### config.mk
export PLATFORM = sky130hd
export DESIGN_NAME = sample_window_reader
export DESIGN_NICKNAME = d
export VERILOG_FILES = /design/src/rtl/sample_window_reader.sv
export SDC_FILE = /design/constraint.sdc
export NUM_CORES = 1
export LEC_CHECK = 0
export ABC_AREA = 1
export CELL_PAD_IN_SITES_DETAIL_PLACEMENT = 1
export CELL_PAD_IN_SITES_GLOBAL_PLACEMENT = 1
export CORE_MARGIN = 3
export CORE_UTILIZATION = 35
export CTS_BUF_LIST = sky130_fd_sc_hd__clkbuf_8
export DETAILED_ROUTE_END_ITERATION = 16
export PLACE_DENSITY_LB_ADDON = 0.1
export SLEW_MARGIN = 15
export SYNTH_ARGS = -nofsm -noshare
export SYNTH_HDL_FRONTEND = slang
export SYNTH_SLANG_ARGS = --single-unit
### constraint.sdc
create_clock -name clk -period 4.7 [get_ports clk]
set_input_delay 0.47 -clock clk [delete_from_list [all_inputs] [get_ports clk]]
set_output_delay 0.47 -clock clk [all_outputs]
set_load 0.02 [all_outputs]
### src/rtl/sample_window_reader.sv
// Purpose: read-side controller for sample_fifo; drains a window of i_win_len samples and replays it
//          i_passes times using the FIFO mark/rewind pulses, feeding a valid/ready consumer.
// Latency: start -> MARK (1) -> first pop (2) -> first o_data_vld (4); one sample/cycle; one bubble per rewind.
// Backpressure: pops are credit-gated against a 2-entry output buffer; o_data holds while o_data_vld && !i_ready.
// Ports: clk/rst_n (async active-low); job control i_start/i_win_len/i_passes/i_abort -> o_busy/o_done;
//        FIFO side o_pop/i_front/i_vld/i_empty/o_mark_read_rst/o_read_rst; stream o_data/o_data_vld/i_ready.
// Option: define SWR_SAMPLE_TAG_EN to add o_last (final sample of a pass) and o_pass (0-based pass index).
module sample_window_reader #(
   parameter int DATA_W  = 16,
   parameter int WIN_MAX = 32,
   parameter int PASS_W  = 8
) (
   input  logic                         clk,
   input  logic                         rst_n,
   input  logic                         i_start,
   input  logic [$clog2(WIN_MAX+1)-1:0] i_win_len,
   input  logic [PASS_W-1:0]            i_passes,
   input  logic                         i_abort,
   output logic                         o_busy,
   output logic                         o_done,
   output logic                         o_pop,
   input  logic [DATA_W-1:0]            i_front,
   input  logic                         i_vld,
   input  logic                         i_empty,
   output logic                         o_mark_read_rst,
   output logic                         o_read_rst,
   output logic [DATA_W-1:0]            o_data,
   output logic                         o_data_vld,
`ifdef SWR_SAMPLE_TAG_EN
   output logic                         o_last,
   output logic [PASS_W-1:0]            o_pass,
`endif
   input  logic                         i_ready
);

   localparam int WL_W = $clog2(WIN_MAX+1);
`ifdef SWR_SAMPLE_TAG_EN
   localparam int ENT_W = DATA_W + 1 + PASS_W;
`else
   localparam int ENT_W = DATA_W;
`endif

   typedef enum logic [2:0] {S_IDLE, S_MARK, S_READ, S_REWIND, S_DRAIN, S_DONE} state_t;

   state_t            state, state_nxt;
   logic [WL_W-1:0]   win_len, pop_cnt, win_clamp;
   logic [PASS_W-1:0] passes, pass_cnt;
   logic              inflight;
   logic [1:0]        buf_cnt;
   logic [ENT_W-1:0]  ent0, ent1, new_ent;
   logic [2:0]        occ;
   logic              accept, credit, last_pop, more_passes, abort_now, buf_wr;
`ifdef SWR_SAMPLE_TAG_EN
   logic              inflight_last;
   logic [PASS_W-1:0] inflight_pass;
`endif

   assign win_clamp   = (i_win_len > WL_W'(WIN_MAX)) ? WL_W'(WIN_MAX) : i_win_len;
   assign accept      = o_data_vld && i_ready;
   // Occupancy the buffer will need if nothing else arrives: entries held plus the sample in flight,
   // minus the one leaving this cycle. Never negative because accept implies buf_cnt >= 1.
   assign occ         = {1'b0, buf_cnt} + {2'b00, inflight} - {2'b00, accept};
   assign credit      = occ < 3'd2;
   assign last_pop    = ({1'b0, pop_cnt} + 1'b1) == {1'b0, win_len};
   assign more_passes = ({1'b0, pass_cnt} + 1'b1) < {1'b0, passes};
   assign abort_now   = i_abort && (state != S_IDLE);
   // Only samples from our own live pops are kept; a pop issued in the abort cycle comes back to nothing.
   assign buf_wr      = i_vld && inflight;

`ifdef SWR_SAMPLE_TAG_EN
   assign new_ent = {inflight_pass, inflight_last, i_front};
   assign o_last  = ent0[DATA_W];
   assign o_pass  = ent0[DATA_W+1 +: PASS_W];
`else
   assign new_ent = i_front;
`endif

   assign o_data     = ent0[DATA_W-1:0];
   assign o_data_vld = (buf_cnt != 2'd0);
   assign o_busy     = (state != S_IDLE);

   always_comb begin
      state_nxt       = state;
      o_pop           = 1'b0;
      o_mark_read_rst = 1'b0;
      o_read_rst      = 1'b0;
      o_done          = 1'b0;
      case (state)
         S_IDLE:   if (i_start)
                      state_nxt = (win_clamp == '0 || i_passes == '0) ? S_DONE : S_MARK;
         S_MARK:   begin
                      o_mark_read_rst = 1'b1;
                      state_nxt       = S_READ;
                   end
         S_READ:   begin
                      o_pop = !i_empty && credit;
                      if (o_pop && last_pop)
                         state_nxt = more_passes ? S_REWIND : S_DRAIN;
                   end
         S_REWIND: begin
                      o_read_rst = 1'b1;
                      state_nxt  = S_READ;
                   end
         // Leave as soon as the final entry is being accepted so o_done follows it by one cycle.
         S_DRAIN:  if (!inflight && (buf_cnt == 2'd0 || (buf_cnt == 2'd1 && accept)))
                      state_nxt = S_DONE;
         S_DONE:   begin
                      o_done    = 1'b1;
                      state_nxt = S_IDLE;
                   end
         default:  state_nxt = S_IDLE;
      endcase
      if (abort_now) begin
         state_nxt = S_IDLE;
         o_done    = 1'b0;
      end
   end

   always_ff @(posedge clk or negedge rst_n) begin
      if (!rst_n) begin
         state    <= S_IDLE;
         win_len  <= '0;
         passes   <= '0;
         pop_cnt  <= '0;
         pass_cnt <= '0;
         inflight <= 1'b0;
      end else begin
         state    <= state_nxt;
         inflight <= o_pop && !abort_now;
         case (state)
            S_IDLE:   if (i_start) begin
                         win_len <= win_clamp;
                         passes  <= i_passes;
                      end
            S_MARK:   begin
                         pop_cnt  <= '0;
                         pass_cnt <= '0;
                      end
            S_READ:   if (o_pop) begin
                         pop_cnt <= pop_cnt + 1'b1;
                         if (last_pop)
                            pass_cnt <= pass_cnt + 1'b1;
                      end
            S_REWIND: pop_cnt <= '0;
            default:  ;
         endcase
      end
   end

`ifdef SWR_SAMPLE_TAG_EN
   always_ff @(posedge clk or negedge rst_n) begin
      if (!rst_n) begin
         inflight_last <= 1'b0;
         inflight_pass <= '0;
      end else begin
         inflight_last <= last_pop;
         inflight_pass <= pass_cnt;
      end
   end
`endif

   // Two-entry output buffer; ent0 is always the head.
   always_ff @(posedge clk or negedge rst_n) begin
      if (!rst_n) begin
         buf_cnt <= 2'd0;
         ent0    <= '0;
         ent1    <= '0;
      end else if (abort_now) begin
         buf_cnt <= 2'd0;
      end else begin
         case ({buf_wr, accept})
            2'b10: begin
                      if (buf_cnt == 2'd0) ent0 <= new_ent;
                      else                 ent1 <= new_ent;
                      buf_cnt <= buf_cnt + 2'd1;
                   end
            2'b01: begin
                      ent0    <= ent1;
                      buf_cnt <= buf_cnt - 2'd1;
                   end
            2'b11: begin
                      if (buf_cnt == 2'd1) begin
                         ent0 <= new_ent;
                      end else begin
                         ent0 <= ent1;
                         ent1 <= new_ent;
                      end
                   end
            default: ;
         endcase
      end
   end

endmodule

==> metrics, run 1 <==
run status=completed; Power Dens Cells=approximately 550 mW/mm2; critical-path maximum fanout=5; layout cell share with drive strength beyond 1=0.0868; total number of nets in the final design=between 500 and 600; area share of the largest cell type after synthesis=0.461; number of enable-type register cells in the synthesized netlist=0; f_max=255 MHz; CTS Buf Count=9; simple-gate portion of the synthesized area=0.223; all-layer global routing usage=0.163; sequential area share after synthesis=0.461; number of DRC violations after detailed-routing iteration 0=67; CP cell instances=inv_1 > ha_1 > nor2_1 > ha_1 > inv_1 > nand2_1 > fa_1 > inv_1 > nor2_1 > nand2_1 > nor2_1 > inv_1 > nor2_2 > clkdlybuf4s50_1; width of the die=about 110 um; number of placement rows=36; worst path bufs/invs=5; endpoint class of the critical path=primary output; Synth Area in Compound Gates=0.137; detailed-route wire length=8660 um; cell area after synthesis=0.00358 mm2; wire length per cell after detailed routing=13.5 um; antenna diode count=0; startpoint types=flop; share of cell area taken by muxes after synthesis=0.0251; delay contributed by the slowest stage of the critical path=0.65 ns; commonest register cell after synthesis=dfrtp_1; critical path data arrival time=3.45 ns; number of antenna violations at the first check in global routing=0; area growth from synthesis to layout=25.7%; worst setup margin=0.784 ns; Placeable Area=0.00986 mm2; CP Data Required Time=4.23 ns; worst-case clock skew=approximately 0.012 ns; Post-CTS Setup Bufs=0; first drt pass iteration count=4; crit-path leading delay family=adder cells; post-synthesis instance total=442; transition time of the tightest slew-check pin=0.997 ns; Async S/R FF share, synth=1.00; xor/xnor share of the synthesized area=0.0171; largest net degree at the start of global routing=67; count of cell types in the netlist=37; detailed placement HPWL=between 6000 and 7000 um; worst min path class=primary input to async pin; average cell area after synthesis=a little over 8 um2; max-capacitance violation count=0; Setup Slack @ Placement=0.863 ns; most used standard cell by instance count after synthesis=nand2_1; Worst path most repeated cell=inv_1; CTS max path bufs=2; M2 GR Usage=0.275; final setup vio count=0; final period utilization=0.833; most common library cells after synthesis=98 x nand2_1, 66 x dfrtp_1, 64 x inv_1, 43 x nor2_1, 33 x o21ai_0; minimum clock period after layout=3.92 ns; number of resized instances in the post-cts repair step=0; source-to-sink clock delay at the later pin of the worst-skew pair=0.35 ns; via count of the first global-routing pass=3323; highest ir drop seen on vdd=0.000237 V; logic depth of the worst setup path including buffers=14; global-route track usage on met1=0.213; global-route track usage on met3=0.0355; grt peak-use layer=met2; setup TNS=0 ns; slew margin rel.=0.334; Static Leak=between 2 and 2.5 nW; cells taking the most area after synthesis=dfrtp_1 46%, nand2_1 10%, inv_1 6.7%; Worst Reg2Reg Path Length in Cells=16; cell accounting for the most synthesized area=dfrtp_1; Hold-fix buffers, CTS=0; CTS HTree Levels=3; global placement routability congestion=roughly 0.8; post-synthesis share of cell area spent on full adders, half adders and majority gates=0.0475; post-synth net total=492; # DRC=0; grt ovf=0; CTS sink cnt=66; max-slew violation count=0; Vias per Instance=4.80; die outline area=~0.011 mm2; first-pass GRT wire length=~15000 um; classification of the worst setup path=flop to primary output; Port Buf Inserts=58; flip-flop and latch count after synthesis=66; clock tree from TritonCTS=built; initial core utilization=0.363; clock root buffer master=clkbuf_8; RSZ-0062 raised after global routing=false; # IOs=a little under 60; clock transition time at the flip-flop clock pins of the worst setup and hold paths=around 0.080 ns; combinational family with the most area after synthesis=simple AND/OR/NAND/NOR gates; slowest stage cell, crit path=clkdlybuf4s50_1; height of the die=107 um; antenna-violating nets left=0; Final Hold Viols=0; routed via count=3072; number of warnings reported in the yosys synthesis log=0
path summary, 6_finish.rpt:
kind	from	end	slack, ns
worst max-delay path	buf_cnt[1]$_DFFE_PN0P_	o_pop	0.78
worst min-delay path	rst_n	pop_cnt[2]$_DFFE_PN0P_	0.32
worst max register to register	buf_cnt[1]$_DFFE_PN0P_	pass_cnt[5]$_DFFE_PN0P_	1.46
worst min register to register	passes[0]$_DFFE_PN0P_	passes[0]$_DFFE_PN0P_	0.49
max in group asynchronous	rst_n	pass_cnt[1]$_DFFE_PN0P_	3.81
min in group clk	passes[0]$_DFFE_PN0P_	passes[0]$_DFFE_PN0P_	0.49
logic make-up (layout without fill, tap and decap cells):
kind of cell | after synthesis | in the layout
AO/OA/AOI/OAI | 82 | 82
XOR/XNOR | 7 | 7
buffers and inverters | 79 | 144
AND/OR/NAND/NOR | 187 | 187
flip-flops | 66 | 66
multiplexers | 8 | 8
adder cells (fa/ha/maj) | 13 | 13
worst register-to-register path, cell delays in order (launching register included):
cell	delay, ns
dfrtp_1	0.38
inv_1	0.11
ha_1	0.24
nor2_1	0.28
ha_1	0.29
inv_1	0.05
nand2_1	0.05
fa_1	0.48
inv_1	0.04
nor2_1	0.08
nand2_1	0.06
nor2_1	0.12
nand2_1	0.07
nor2_1	0.16
nand4_2	0.41
nand3_1	0.23
o21ai_2	0.07
routing by layer:
layer / wire [um] / part of all wire
met3: 266 / 0.031
met1: 4140 / 0.48
met2: 4170 / 0.48
met5: 0 / 0
met4: 81 / 0.0094
power by group:
group | internal, mW | switching, mW | leakage, nW
logic | 0.439 | 0.625 | 1.28
registers | 0.772 | 0.101 | 0.795
clock network | 0.303 | 0.242 | 0.110
total | 1.51 | 0.969 | 2.18
per-stage QoR:
step,hold WS [ns],total power [mW],instance area (um2),std cells,utilization
floorplan,0.174,1.57,3580,442,-
global placement,0.462,1.92,4270,624,0.433
detailed placement,0.469,1.96,4270,624,0.433
CTS,0.359,2.52,4500,640,0.456
global route,0.399,2.70,4510,640,0.457
finish,0.317,2.48,4510,640,0.457
final cells by class:
cell class,count,area [um2]
multi-input cells,297,1620
clock inverters,7,103
well taps,133,166
clock buffers,9,124
flip-flops and latches,66,1650
inverters,68,255
repair buffers,60,591
fillers,1175,5360
layout by cell type, fill, tap and decap left out, types with 3 or more instances in the layout:
cell type | Yosys | layout
o21ai_2 | 6 | 6
a21oi_1 | 23 | 23
mux2_2 | 4 | 4
o21ai_0 | 33 | 33
nor2_2 | 4 | 4
dfrtp_1 | 66 | 66
inv_1 | 64 | 64
clkbuf_8 | 0 | 9
nand4_1 | 3 | 3
clkinv_4 | 0 | 3
ha_1 | 12 | 12
mux2_1 | 4 | 4
inv_2 | 4 | 4
clkdlybuf4s50_1 | 0 | 57
nand3_1 | 32 | 31
o211ai_1 | 4 | 4
nand2_1 | 98 | 98
o21a_1 | 8 | 8
xor2_1 | 5 | 5
nor2_1 | 43 | 43
flip-flops by register name (all words and copies together) (netlist names):
| register | flops |
|---|---|
| buf_cnt | 2 |
| ent1 | 16 |
| inflight | 1 |
| o_data | 16 |
| pass_cnt | 8 |
| passes | 8 |
| pop_cnt | 6 |
| state | 3 |
| win_len | 6 |
No activity file was read; power rests on OpenSTA's default activity.
==> run 2: changes to the inputs <==
Clock period 4.7 ns to 3.25 ns, I/O delays scaled along.
==> run 2 against run 1 <==
Net effect:
- wire length grew 1.2%
- largest cell class unchanged
- critical path depth is the same
- first-iteration DRC count grew 4.5%
- highest routed layer unchanged
- sequential share of layout area shrank 0.29 points
- sequential cell count is the same
==> metrics, run 2 (same netlist as run 1, synthesis figures left out) <==
sequential cell area in the final layout=between 0.0015 and 0.002 mm2; Hold-fix buffers, CTS=0; worst setup margin=0.280 ns; transition time of the tightest slew-check pin=0.875 ns; global placement routability congestion=0.805; overall power of the completed layout=around 3.6 mW; worst min path class=primary input to async pin; total number of nets in the final design=558; max-slew violation count=0; highest ir drop seen on vdd=approximately 0.00026 V; source-to-sink clock delay at the later pin of the worst-skew pair=about 0.35 ns; number of antenna violations at the first check in global routing=0; largest net degree at the start of global routing=67; layout cell share with drive strength beyond 1=0.101; critical path data arrival time=between 2 and 3 ns; RSZ-0062 raised after global routing=false; most used cells in the layout excluding fill and tap cells=98 x nand2_1, 66 x dfrtp_1, 63 x inv_1; antenna-violating nets left=0; Static Leak=2.21 nW; final setup vio count=0; Port Buf Inserts=58; number of DRC violations after detailed-routing iteration 0=70; # IOs=59; startpoint types=flop; die outline area=0.0115 mm2; # DRC=0; first drt pass iteration count=4; clock root buffer master=clkbuf_8; routed via count=3095; number of placement rows=36; classification of the worst setup path=flop to primary output; Placeable Area=approximately 0.0099 mm2; max-capacitance violation count=0; Vias per Instance=4.79; CTS Buf Count=9; Min Hold Slack=0.148 ns; final period utilization=0.914; Setup Slack @ Placement=0.0290 ns; height of the die=107 um; CTS sink cnt=66; Crit. Startpoint=buf_cnt[0]$_DFFE_PN0P_; setup TNS=0 ns; worst-case clock skew=0.0126 ns; area growth from synthesis to layout=26.7%; CP Data Required Time=2.92 ns; clock tree from TritonCTS=built; width of the die=about 110 um; run status=completed; wire length per cell after detailed routing=13.6 um; CTS HTree Levels=3; initial core utilization=0.363; Power Dens Cells=797 mW/mm2; most frequent standard cell in the layout excluding fill and tap cells=nand2_1; layout filler cell count=1192; slew margin rel.=0.417; Reg-to-Reg Start=buf_cnt[0]$_DFFE_PN0P_; Final Hold Viols=0; first-pass GRT wire length=15300 um; Multi-input gate area=0.00161 mm2; endpoint class of the critical path=primary output; antenna diode count=0; f_max=approximately 340 MHz; minimum clock period after layout=between 2 and 3 ns; CTS max path bufs=2; clock transition time at the flip-flop clock pins of the worst setup and hold paths=0.08 ns; all-layer global routing usage=0.167; detailed placement HPWL=6450 um; grt ovf=0; detailed-route wire length=8760 um; via count of the first global-routing pass=3302; critical-path maximum fanout=4
==> run 2: final cells by class <==
class / instances / share of cell area
Timing Repair Buffer: 66 / 0.139
Multi-Input combinational cell: 297 / 0.355
Sequential cell: 66 / 0.364
Inverter: 68 / 0.0562
Clock inverter: 7 / 0.0223
Clock buffer: 9 / 0.0273
Tap cell: 133 / 0.0366
==> run 2: final timing paths <==
kind | depth (start not counted) | slack (ns) | endpoint
min | 2 | 0.15 | pop_cnt[3]$_DFFE_PN0P_
max in group asynchronous | 2 | 2.50 | ent1[0]$_DFFE_PN0P_
max reg2reg | 18 | 0.32 | pass_cnt[0]$_DFFE_PN0P_
min reg2reg | 2 | 0.49 | ent1[2]$_DFFE_PN0P_
max | 14 | 0.28 | o_pop
min in group clk | 2 | 0.49 | ent1[2]$_DFFE_PN0P_
==> run 2: per-layer routing <==
layer | up-vias | wire length, um | track usage
li1 | 1554 | - | -
met2 | 37 | 4220 | 0.276
met4 | 0 | 105 | 0.0521
met5 | - | 0 | 0
met1 | 1495 | 4230 | 0.217
met3 | 9 | 206 | 0.0367
==> run 2: stage by stage <==
stage	cells	utilization	cell area, um2
final	646	0.460	4540
after global routing	646	0.460	4540
after CTS	646	0.461	4540
after detailed placement	630	0.438	4320
after global placement	630	0.438	4320
after floorplan	442	-	3580
==> run 2: report_power, final <==
| part | switching, mW | total (mW) | internal [mW] |
|---|---|---|---|
| combinational | 0.900 | 1.55 | 0.654 |
| clock | 0.363 | 0.801 | 0.438 |
| sequential | 0.148 | 1.26 | 1.12 |
==> run 2: timing repair <==
item | in CTS | in global routing
setup buffers | 0 | 0
gates resized for setup | 1 | 4
cloned | 0 | 0
setup endpoints to repair | 1 | 11
==> run 2: worst max-delay path, stage by stage (launching register included) <==
cell and delay (ns):
dfrtp_1 0.40, inv_1 0.08, ha_2 0.20, nor2_1 0.15
ha_1 0.25, inv_1 0.05, nand2_1 0.05, fa_1 0.47
inv_1 0.04, nor2_1 0.07, nand2_1 0.05, nor2_1 0.12
inv_1 0.07, nor2_2 0.11, clkbuf_2 0.18
==> run 3: changes to the inputs <==
==> constraint.sdc (replaced) <==
create_clock -name clk -period 3.25 [get_ports clk]
set_input_delay 0.4875 -clock clk [delete_from_list [all_inputs] [get_ports clk]]
set_output_delay 0.4875 -clock clk [all_outputs]
set_load 0.02 [all_outputs]
==> run 3 against run 2 <==
Net effect:
- wire length increased by 2.7%
- global-route usage grew 0.15 points
- sequential power about the same
- non-clock buffer count up 7
==> metrics, run 3 (same netlist as run 1, synthesis figures left out) <==
minimum clock period after layout=3.01 ns; CTS Buf Count=9; via count of the first global-routing pass=3270; width of the die=about 110 um; final period utilization=0.928; antenna-violating nets left=0; worst path bufs/invs=6; number of placement rows=36; RSZ-0062 raised after global routing=false; CP Data Required Time=between 2 and 3 ns; clock root buffer master=clkbuf_8; detailed placement HPWL=6680 um; all-layer global routing usage=0.168; die outline area=0.0115 mm2; Placeable Area=0.00986 mm2; startpoint types=primary input; Static Leak=2.26 nW; f_max=332 MHz; Reg2Reg Capture Point=state[1]$_DFFE_PN0P_; CTS max path bufs=2; Final Hold Viols=0; antenna diode count=0; Worst path most repeated cell=inv_1; overall power of the completed layout=3.64 mW; Power Dens Cells=791 mW/mm2; most used cells in the layout excluding fill and tap cells=98 x nand2_1, 66 x inv_1, 66 x dfrtp_1; CTS sink cnt=66; worst-case clock skew=0.0114 ns; detailed-route wire length=9000 um; number of antenna violations at the first check in global routing=0; wire length per cell after detailed routing=13.8 um; CTS HTree Levels=3; Vias per Instance=4.78; number of DRC violations after detailed-routing iteration 0=around 140; Min Hold Slack=0.307 ns; most frequent standard cell in the layout excluding fill and tap cells=nand2_1; highest ir drop seen on vdd=roughly 0.00039 V; critical-path maximum fanout=2; global placement routability congestion=0.771; worst min path class=primary input to async pin; clock transition time at the flip-flop clock pins of the worst setup and hold paths=0.07 ns; delay contributed by the slowest stage of the critical path=0.48 ns; area growth from synthesis to layout=28.3%; layout cell share with drive strength beyond 1=0.110; critical path data arrival time=2.53 ns; transition time of the tightest slew-check pin=1.00 ns; FF-to-FF setup slack=about 0.44 ns; Hold-fix buffers, CTS=0; run status=completed; height of the die=107 um; first drt pass iteration count=4; final setup vio count=0; crit-path leading delay family=buffers and inverters; grt ovf=0; classification of the worst setup path=primary input to primary output; largest net degree at the start of global routing=44; endpoint class of the critical path=primary output; clock tree from TritonCTS=built; Worst Reg2Reg Path Length in Cells=19; # IOs=59; slew margin rel.=0.330; slowest stage cell, crit path=clkdlybuf4s50_1; max-slew violation count=0; source-to-sink clock delay at the later pin of the worst-skew pair=0.35 ns; Port Buf Inserts=58; first-pass GRT wire length=about 15000 um; initial core utilization=0.363; routed via count=roughly 3100; Reg-to-Reg Start=buf_cnt[0]$_DFFE_PN0P_; total number of nets in the final design=565; max-capacitance violation count=0; # DRC=0; CP cell instances=clkdlybuf4s50_1 > inv_1 > nor2_2 > ha_1 > inv_1 > nand2_1 > fa_1 > inv_1 > nor2_1 > nand2_1 > nor2_2 > inv_1 > nor2_2 > buf_4
run 3: cell count changes in the layout (fill, tap and decap cells not counted), sizes merged:
| cell | delta |
|---|---|
| clkinv | +2 |
| buf | +8 |
| clkbuf | -1 |
| clkinvlp | -2 |
run 3: where the power goes:
| part | switching [mW] | leakage, nW | internal (mW) |
|---|---|---|---|
| Sequential | 0.148 | 0.795 | 1.12 |
| Clock | 0.333 | 0.116 | 0.425 |
| Combinational | 0.919 | 1.35 | 0.694 |
run 3: cell type report:
cell class	count	area [um2]
inverters	68	255
clock inverters	7	86.3
fillers	1162	5270
flip-flops and latches	66	1650
repair buffers	73	698
multi-input cells	297	1620
clock buffers	9	124
well taps	133	166
run 3: what timing repair did:
action / 4_1_cts / 5_1_grt
cloned: 0 / 0
resized for setup: 3 / 4
endpoints found under the setup margin: 1 / 2
setup buffers: 0 / 1
run 3: routing by layer:
layer  routed length (um)  GRT usage  up-vias
met4                   77     0.0411        0
met3                  288     0.0439        7
li1                     -          -     1563
met2                 4360      0.282       37
met5                    0          0        -
met1                 4270      0.217     1517
run 3: through the flow:
stage	setup TNS [ns]	cell area [um2]	util	setup slack, ns	instances
final	0	4600	0.466	0.235	653
after global routing	0	4600	0.466	0.0262	653
after CTS	0	4590	0.465	0.0122	652
after detailed placement	-0.281	4380	0.444	-0.281	636
after global placement	-0.256	4380	0.444	-0.256	636
after floorplan	0	3580	-	0.473	442
run 3: worst max-delay path by stage:
stage	start	endpoint	slack, ns	cells past startpoint
6_report	i_ready	o_pop	0.24	14
2_1_floorplan	buf_cnt[1]$_DFFE_PN0P_	o_pop	0.47	13
5_1_grt	buf_cnt[1]$_DFFE_PN0P_	o_pop	0.03	14
3_5_place_dp	i_ready	o_pop	-0.28	14
4_1_cts	buf_cnt[1]$_DFFE_PN0P_	o_pop	0.01	14
3_3_place_gp	i_ready	o_pop	-0.26	14
